### src/rtl/cdb_arbiter.sv
// Common data bus arbiter: two result FIFOs (ALU, LSU) feeding one
// registered broadcast bus with round-robin priority and rollback flush.
module cdb_arbiter #(
  parameter int DATA_W     = 32,
  parameter int ROB_ID_W   = 6,
  parameter int FIFO_DEPTH = 4,
  parameter int CNT_W      = 3
) (
  input  logic                clk_in,
  input  logic                rst_in,
  input  logic                rdy_in,
  input  logic                rollback_flag_in,
  input  logic                alu_valid_in,
  output logic                alu_ready_out,
  input  logic [ROB_ID_W-1:0] alu_rob_id_in,
  input  logic [DATA_W-1:0]   alu_result_in,
  input  logic [DATA_W-1:0]   alu_target_in,
  input  logic                alu_jump_in,
  input  logic                lsu_valid_in,
  output logic                lsu_ready_out,
  input  logic [ROB_ID_W-1:0] lsu_rob_id_in,
  input  logic [DATA_W-1:0]   lsu_result_in,
  output logic                cdb_valid_out,
  output logic                cdb_src_out,
  output logic [ROB_ID_W-1:0] cdb_rob_id_out,
  output logic [DATA_W-1:0]   cdb_result_out,
  output logic [DATA_W-1:0]   cdb_target_out,
  output logic                cdb_jump_out,
  output logic [CNT_W-1:0]    alu_count_out,
  output logic [CNT_W-1:0]    lsu_count_out
);

  localparam int PTR_W = (FIFO_DEPTH > 1) ? $clog2(FIFO_DEPTH) : 1;
  localparam logic [CNT_W-1:0] DEPTH_C = CNT_W'(FIFO_DEPTH);

  logic [ROB_ID_W-1:0] r_alu_id  [FIFO_DEPTH];
  logic [DATA_W-1:0]   r_alu_res [FIFO_DEPTH];
  logic [DATA_W-1:0]   r_alu_tgt [FIFO_DEPTH];
  logic                r_alu_jmp [FIFO_DEPTH];
  logic [ROB_ID_W-1:0] r_lsu_id  [FIFO_DEPTH];
  logic [DATA_W-1:0]   r_lsu_res [FIFO_DEPTH];

  logic [PTR_W-1:0] r_alu_hd;
  logic [PTR_W-1:0] r_alu_tl;
  logic [CNT_W-1:0] r_alu_cnt;
  logic [PTR_W-1:0] r_lsu_hd;
  logic [PTR_W-1:0] r_lsu_tl;
  logic [CNT_W-1:0] r_lsu_cnt;

  // 1 = LSU granted last, so ALU wins the next tie
  logic r_last;

  logic                r_cdb_valid;
  logic                r_cdb_src;
  logic [ROB_ID_W-1:0] r_cdb_id;
  logic [DATA_W-1:0]   r_cdb_res;
  logic [DATA_W-1:0]   r_cdb_tgt;
  logic                r_cdb_jmp;

  logic w_en;
  logic w_alu_rdy;
  logic w_lsu_rdy;
  logic w_alu_push;
  logic w_lsu_push;
  logic w_alu_ne;
  logic w_lsu_ne;
  logic w_gnt_alu;
  logic w_gnt_lsu;

  assign w_en      = rdy_in & ~rollback_flag_in;
  assign w_alu_rdy = r_alu_cnt < DEPTH_C;
  assign w_lsu_rdy = r_lsu_cnt < DEPTH_C;

  // id 0 is handshaken but never stored
  assign w_alu_push = w_en & alu_valid_in & w_alu_rdy
                    & (alu_rob_id_in != '0);
  assign w_lsu_push = w_en & lsu_valid_in & w_lsu_rdy
                    & (lsu_rob_id_in != '0);

  assign w_alu_ne  = r_alu_cnt != '0;
  assign w_lsu_ne  = r_lsu_cnt != '0;
  assign w_gnt_alu = w_en & w_alu_ne & (~w_lsu_ne | r_last);
  assign w_gnt_lsu = w_en & w_lsu_ne & (~w_alu_ne | ~r_last);

  always_ff @(posedge clk_in) begin
    if (w_alu_push) begin
      r_alu_id[r_alu_tl]  <= alu_rob_id_in;
      r_alu_res[r_alu_tl] <= alu_result_in;
      r_alu_tgt[r_alu_tl] <= alu_target_in;
      r_alu_jmp[r_alu_tl] <= alu_jump_in;
    end
    if (w_lsu_push) begin
      r_lsu_id[r_lsu_tl]  <= lsu_rob_id_in;
      r_lsu_res[r_lsu_tl] <= lsu_result_in;
    end
  end

  always_ff @(posedge clk_in or posedge rst_in) begin
    if (rst_in) begin
      r_alu_hd  <= '0;
      r_alu_tl  <= '0;
      r_alu_cnt <= '0;
      r_lsu_hd  <= '0;
      r_lsu_tl  <= '0;
      r_lsu_cnt <= '0;
      r_last    <= 1'b1;
    end else if (rdy_in) begin
      if (rollback_flag_in) begin
        r_alu_hd  <= '0;
        r_alu_tl  <= '0;
        r_alu_cnt <= '0;
        r_lsu_hd  <= '0;
        r_lsu_tl  <= '0;
        r_lsu_cnt <= '0;
        r_last    <= 1'b1;
      end else begin
        if (w_alu_push) r_alu_tl <= r_alu_tl + PTR_W'(1);
        if (w_gnt_alu)  r_alu_hd <= r_alu_hd + PTR_W'(1);
        if (w_lsu_push) r_lsu_tl <= r_lsu_tl + PTR_W'(1);
        if (w_gnt_lsu)  r_lsu_hd <= r_lsu_hd + PTR_W'(1);
        r_alu_cnt <= r_alu_cnt + CNT_W'(w_alu_push)
                   - CNT_W'(w_gnt_alu);
        r_lsu_cnt <= r_lsu_cnt + CNT_W'(w_lsu_push)
                   - CNT_W'(w_gnt_lsu);
        if (w_gnt_alu)      r_last <= 1'b0;
        else if (w_gnt_lsu) r_last <= 1'b1;
      end
    end
  end

  always_ff @(posedge clk_in or posedge rst_in) begin
    if (rst_in) begin
      r_cdb_valid <= 1'b0;
      r_cdb_src   <= 1'b0;
      r_cdb_id    <= '0;
      r_cdb_res   <= '0;
      r_cdb_tgt   <= '0;
      r_cdb_jmp   <= 1'b0;
    end else if (rdy_in) begin
      r_cdb_valid <= w_gnt_alu | w_gnt_lsu;
      if (w_gnt_alu) begin
        r_cdb_src <= 1'b0;
        r_cdb_id  <= r_alu_id[r_alu_hd];
        r_cdb_res <= r_alu_res[r_alu_hd];
        r_cdb_tgt <= r_alu_tgt[r_alu_hd];
        r_cdb_jmp <= r_alu_jmp[r_alu_hd];
      end else if (w_gnt_lsu) begin
        r_cdb_src <= 1'b1;
        r_cdb_id  <= r_lsu_id[r_lsu_hd];
        r_cdb_res <= r_lsu_res[r_lsu_hd];
        r_cdb_tgt <= '0;
        r_cdb_jmp <= 1'b0;
      end
    end
  end

  assign alu_ready_out  = w_alu_rdy;
  assign lsu_ready_out  = w_lsu_rdy;
  assign cdb_valid_out  = r_cdb_valid;
  assign cdb_src_out    = r_cdb_src;
  assign cdb_rob_id_out = r_cdb_id;
  assign cdb_result_out = r_cdb_res;
  assign cdb_target_out = r_cdb_tgt;
  assign cdb_jump_out   = r_cdb_jmp;
  assign alu_count_out  = r_alu_cnt;
  assign lsu_count_out  = r_lsu_cnt;

endmodule
### config.mk
export PLATFORM = sky130hd
export DESIGN_NAME = cdb_arbiter
export DESIGN_NICKNAME = d
export VERILOG_FILES = /design/src/rtl/cdb_arbiter.sv
export SDC_FILE = /design/constraint.sdc
export NUM_CORES = 1
export LEC_CHECK = 0
export ABC_AREA = 1
export BUFFER_PORTS_ARGS = -buffer_cell sky130_fd_sc_hd__clkbuf_2
export CORE_UTILIZATION = 53
export CTS_CLUSTER_DIAMETER = 50
export CTS_CLUSTER_SIZE = 10
export DETAILED_ROUTE_END_ITERATION = 10
export PLACE_DENSITY = 0.75
export SKIP_CTS_REPAIR_TIMING = 1
export SKIP_LAST_GASP = 1
export SLEW_MARGIN = 20
export SYNTH_ARGS = -nofsm -noshare
export SYNTH_HDL_FRONTEND = slang
export SYNTH_SLANG_ARGS = --single-unit
### constraint.sdc
create_clock -name clk_in -period 4.4 [get_ports clk_in]
set_input_delay 0.88 -clock clk_in [delete_from_list [all_inputs] [get_ports clk_in]]
set_output_delay 0.88 -clock clk_in [all_outputs]
set_load 0.05 [all_outputs]
==> results.cfg <==
[die]
core_mm2 = 0.0379
initial_core_util_pct = 54.2
die_y_um = 199
die_area_mm2 = 0.0396
core.rowCount = 71
pin_count = 196
die_x_um = 199

[sta]
relSlewSlack_pct = 29.2
tightest_slew_ns = 1.06
max_freq_ghz = 0.384
fin_ws_ns = 1.79
finClkSkew_ns = 0.0230
rsz0062_at_grt = false
report.final.hold_viol_count = 0
post-route-min-period_ns = 2.61
fin_crit_sh_pct = 59.2
slew_violations = 0
setup_viol = 0

[routing]
wirelength_mm = 45.8
vias = 13427
drt-vias-per-instance = 5.38
avgRoutedWirePerCell_um = 18.3
ant_nets = 0
drt_iter0_markers = 1029
first_pass_iters = 5
drc = 0

[critical_path]
path_buf_inv = 2
critPathTopFamily = simple AND/OR/NAND/NOR gates
end_kind = flop
critical_path.max_stage_delay_ns = 0.70
slowest_stage = nor2_4
cp_data_arrival_time_ns = 2.88
required_ns = 4.67
crit_chain = clkbuf_2 -> nand2_2 -> nor2_1 -> nand2_1 -> nor2_4 -> buf_4
worstPathMaxFanout = 24
cp-start-kind = primary input
worstSetupPathType = in -> reg

[clock_tree]
clk_pin_slew_ns = 0.05
numCtsBuffers = 60
cts_tree = yes
cts_sinks = 524
cts_root_buf = clkbuf_16
htree_levels = 2
cts_buffer_depth = 3
clock_latency_ns = 0.60

[place]
dp_hpwl_mm = 27.1
dpl_cell_area_mm2 = 0.0220
gp_congestion = 0.807
post-place-ws_ns = 1.16
portBuffers = 195

[outcome]
status = complete, no violations

[power_and_ir_drop]
power_frac_comb_pct = 25.0
p_switching_mw = 4.99
ir_worst_vdd_mv = 0.461
p_clk_share_pct = 31.3
seqPwrFrac_pct = 43.7
intPower_mw = 9.42
p_leak_nw = 9.60
p_per_area_mw_per_mm2 = 605
power.share.switching_pct = 34.6

[global_route]
grtUsageTotal_pct = 23.5
antenna_found_initial = 8
grt_overflow_total = 0
grt_pass1_wl_mm = 70.2
grt_pass1_vias = 12886
grt_max_degree = 113

[logic_synthesis]
yosysTopAreaCellShare_pct = 63.7
ys_async_sr_fraction_pct = 16.8
avgSynthCellArea_um2 = 11.8
synthFlopType = edfxtp_1
synth_enable_flop_cells = 436
synthTopCellsByCount = nand2_1, edfxtp_1, nand3_1
synth_cell_types = 23
synth_top_cell_by_area = edfxtp_1
ys_seq_area_share_pct = 74.4
ys_seq_elements = 524
synthTopCellsByArea = edfxtp_1, nand2_1, dfrtp_1
syn-cell-area_mm2 = 0.0205
yosysWarnings = 0
syn_nets = 1871
postSynthCellCount = 1744
synth.most_common_cell = nand2_1

[finish]
drive_gt1_share_pct = 15.9
stdcell_area_mm2 = 0.0238
nNetsFinal = 2058
area_delta_synth_final_pct = 16.0
finish.utilization_pct = 62.8

[job]
drv_cap = 0

[worst_hold_path]
hp-class = in -> async
## worst reg2reg max path, delay by kind of cell (launching register included)
family          cells  cell delay [ns]
buf+inv             2             1.22
simple gates        2             0.17
flops               1             0.73
compound gates      2             0.39
## cells in the final DEF, fill, tap and decap left out, types with 5 or more instances in the layout
cell type / n
xor2_1: 6
inv_2: 5
o21ai_0: 72
buf_4: 25
o22ai_1: 35
clkbuf_1: 41
nor2_1: 82
nand3_1: 192
dfrtp_1: 84
nand2_1: 676
inv_1: 24
ha_1: 10
clkbuf_2: 195
edfxtp_1: 436
clkbuf_16: 62
nor2_4: 8
## path summary, 6_finish.rpt
check	startpoint	to	slack, ns	depth (start not counted)
setup / recovery	rdy_in	r_lsu_res[2][8]$_DFFE_PP_	1.79	6
hold / removal	rst_in	cdb_target_out[4]$_DFFE_PP0P_	0.45	2
setup reg to reg	r_alu_hd[0]$_DFFE_PP0P_	cdb_target_out[13]$_DFFE_PP0P_	1.84	6
hold reg to reg	cdb_target_out[20]$_DFFE_PP0P_	cdb_target_out[20]$_DFFE_PP0P_	0.48	2
max in group asynchronous	rst_in	cdb_jump_out$_DFFE_PP0P_	2.97	3
min in group clk_in	cdb_target_out[20]$_DFFE_PP0P_	cdb_target_out[20]$_DFFE_PP0P_	0.48	2
## power by group through the flow
stage	clock network [mW]	logic (mW)	registers, mW
final	4.51	3.60	6.30
after CTS	4.58	3.61	6.30
after detailed placement	0	3.59	6.38
after floorplan	0	1.48	7.46
after global routing	4.78	3.90	6.35
after global placement	0	3.51	6.37
## registers in the layout, summed over array words and instances (netlist names)
register	cells
alu_count_out	3
cdb_jump_out	1
cdb_result_out	32
cdb_rob_id_out	6
cdb_src_out	1
cdb_target_out	32
cdb_valid_out	1
lsu_count_out	3
r_alu_hd	2
r_alu_id	24
r_alu_jmp	4
r_alu_res	128
r_alu_tgt	128
r_alu_tl	2
r_last	1
r_lsu_hd	2
r_lsu_id	24
r_lsu_res	128
r_lsu_tl	2
## kinds of logic after synthesis
group                      count (synthesis)  synth area share (%)
xor gates and xnor gates                   6                 0.256
and+or+nand+nor                          965                  18.9
buffers and inverters                    127                  2.71
AOI/OAI and AO/OA                        110                  2.91
adders and majority gates                 12                 0.804
DFF                                      524                  74.4
## area by class of cell
| class | count | area (um^2) |
|---|---|---|
| fillers | 2899 | 14100 |
| clock buffers | 107 | 1760 |
| flip-flops and latches | 524 | 15300 |
| diodes | 4 | 10.0 |
| well taps | 511 | 639 |
| clock inverters | 6 | 40.0 |
| multi-input cells | 1093 | 4770 |
| inverters | 31 | 124 |
| repair buffers | 221 | 1180 |
## per-stage QoR
stage / TNS [ns] / hold slack, ns / power (mW) / std cells
4_1_cts: 0 / 0.457 / 14.5 / 2492
6_report: 0 / 0.454 / 14.4 / 2497
5_1_grt: 0 / 0.473 / 15.0 / 2495
3_5_place_dp: 0 / 0.464 / 9.98 / 2379
2_1_floorplan: -125.14 / 0.490 / 8.94 / 1744
3_3_place_gp: 0 / 0.461 / 9.88 / 2379
## per-layer routing
layer / wire length (um) / GRT usage [%]
met2: 21800 / 37.8
met4: 979 / 8.03
met3: 3650 / 4.20
met5: 62 / 0
met1: 19300 / 32.5
Power figures use the tool's default switching activity.
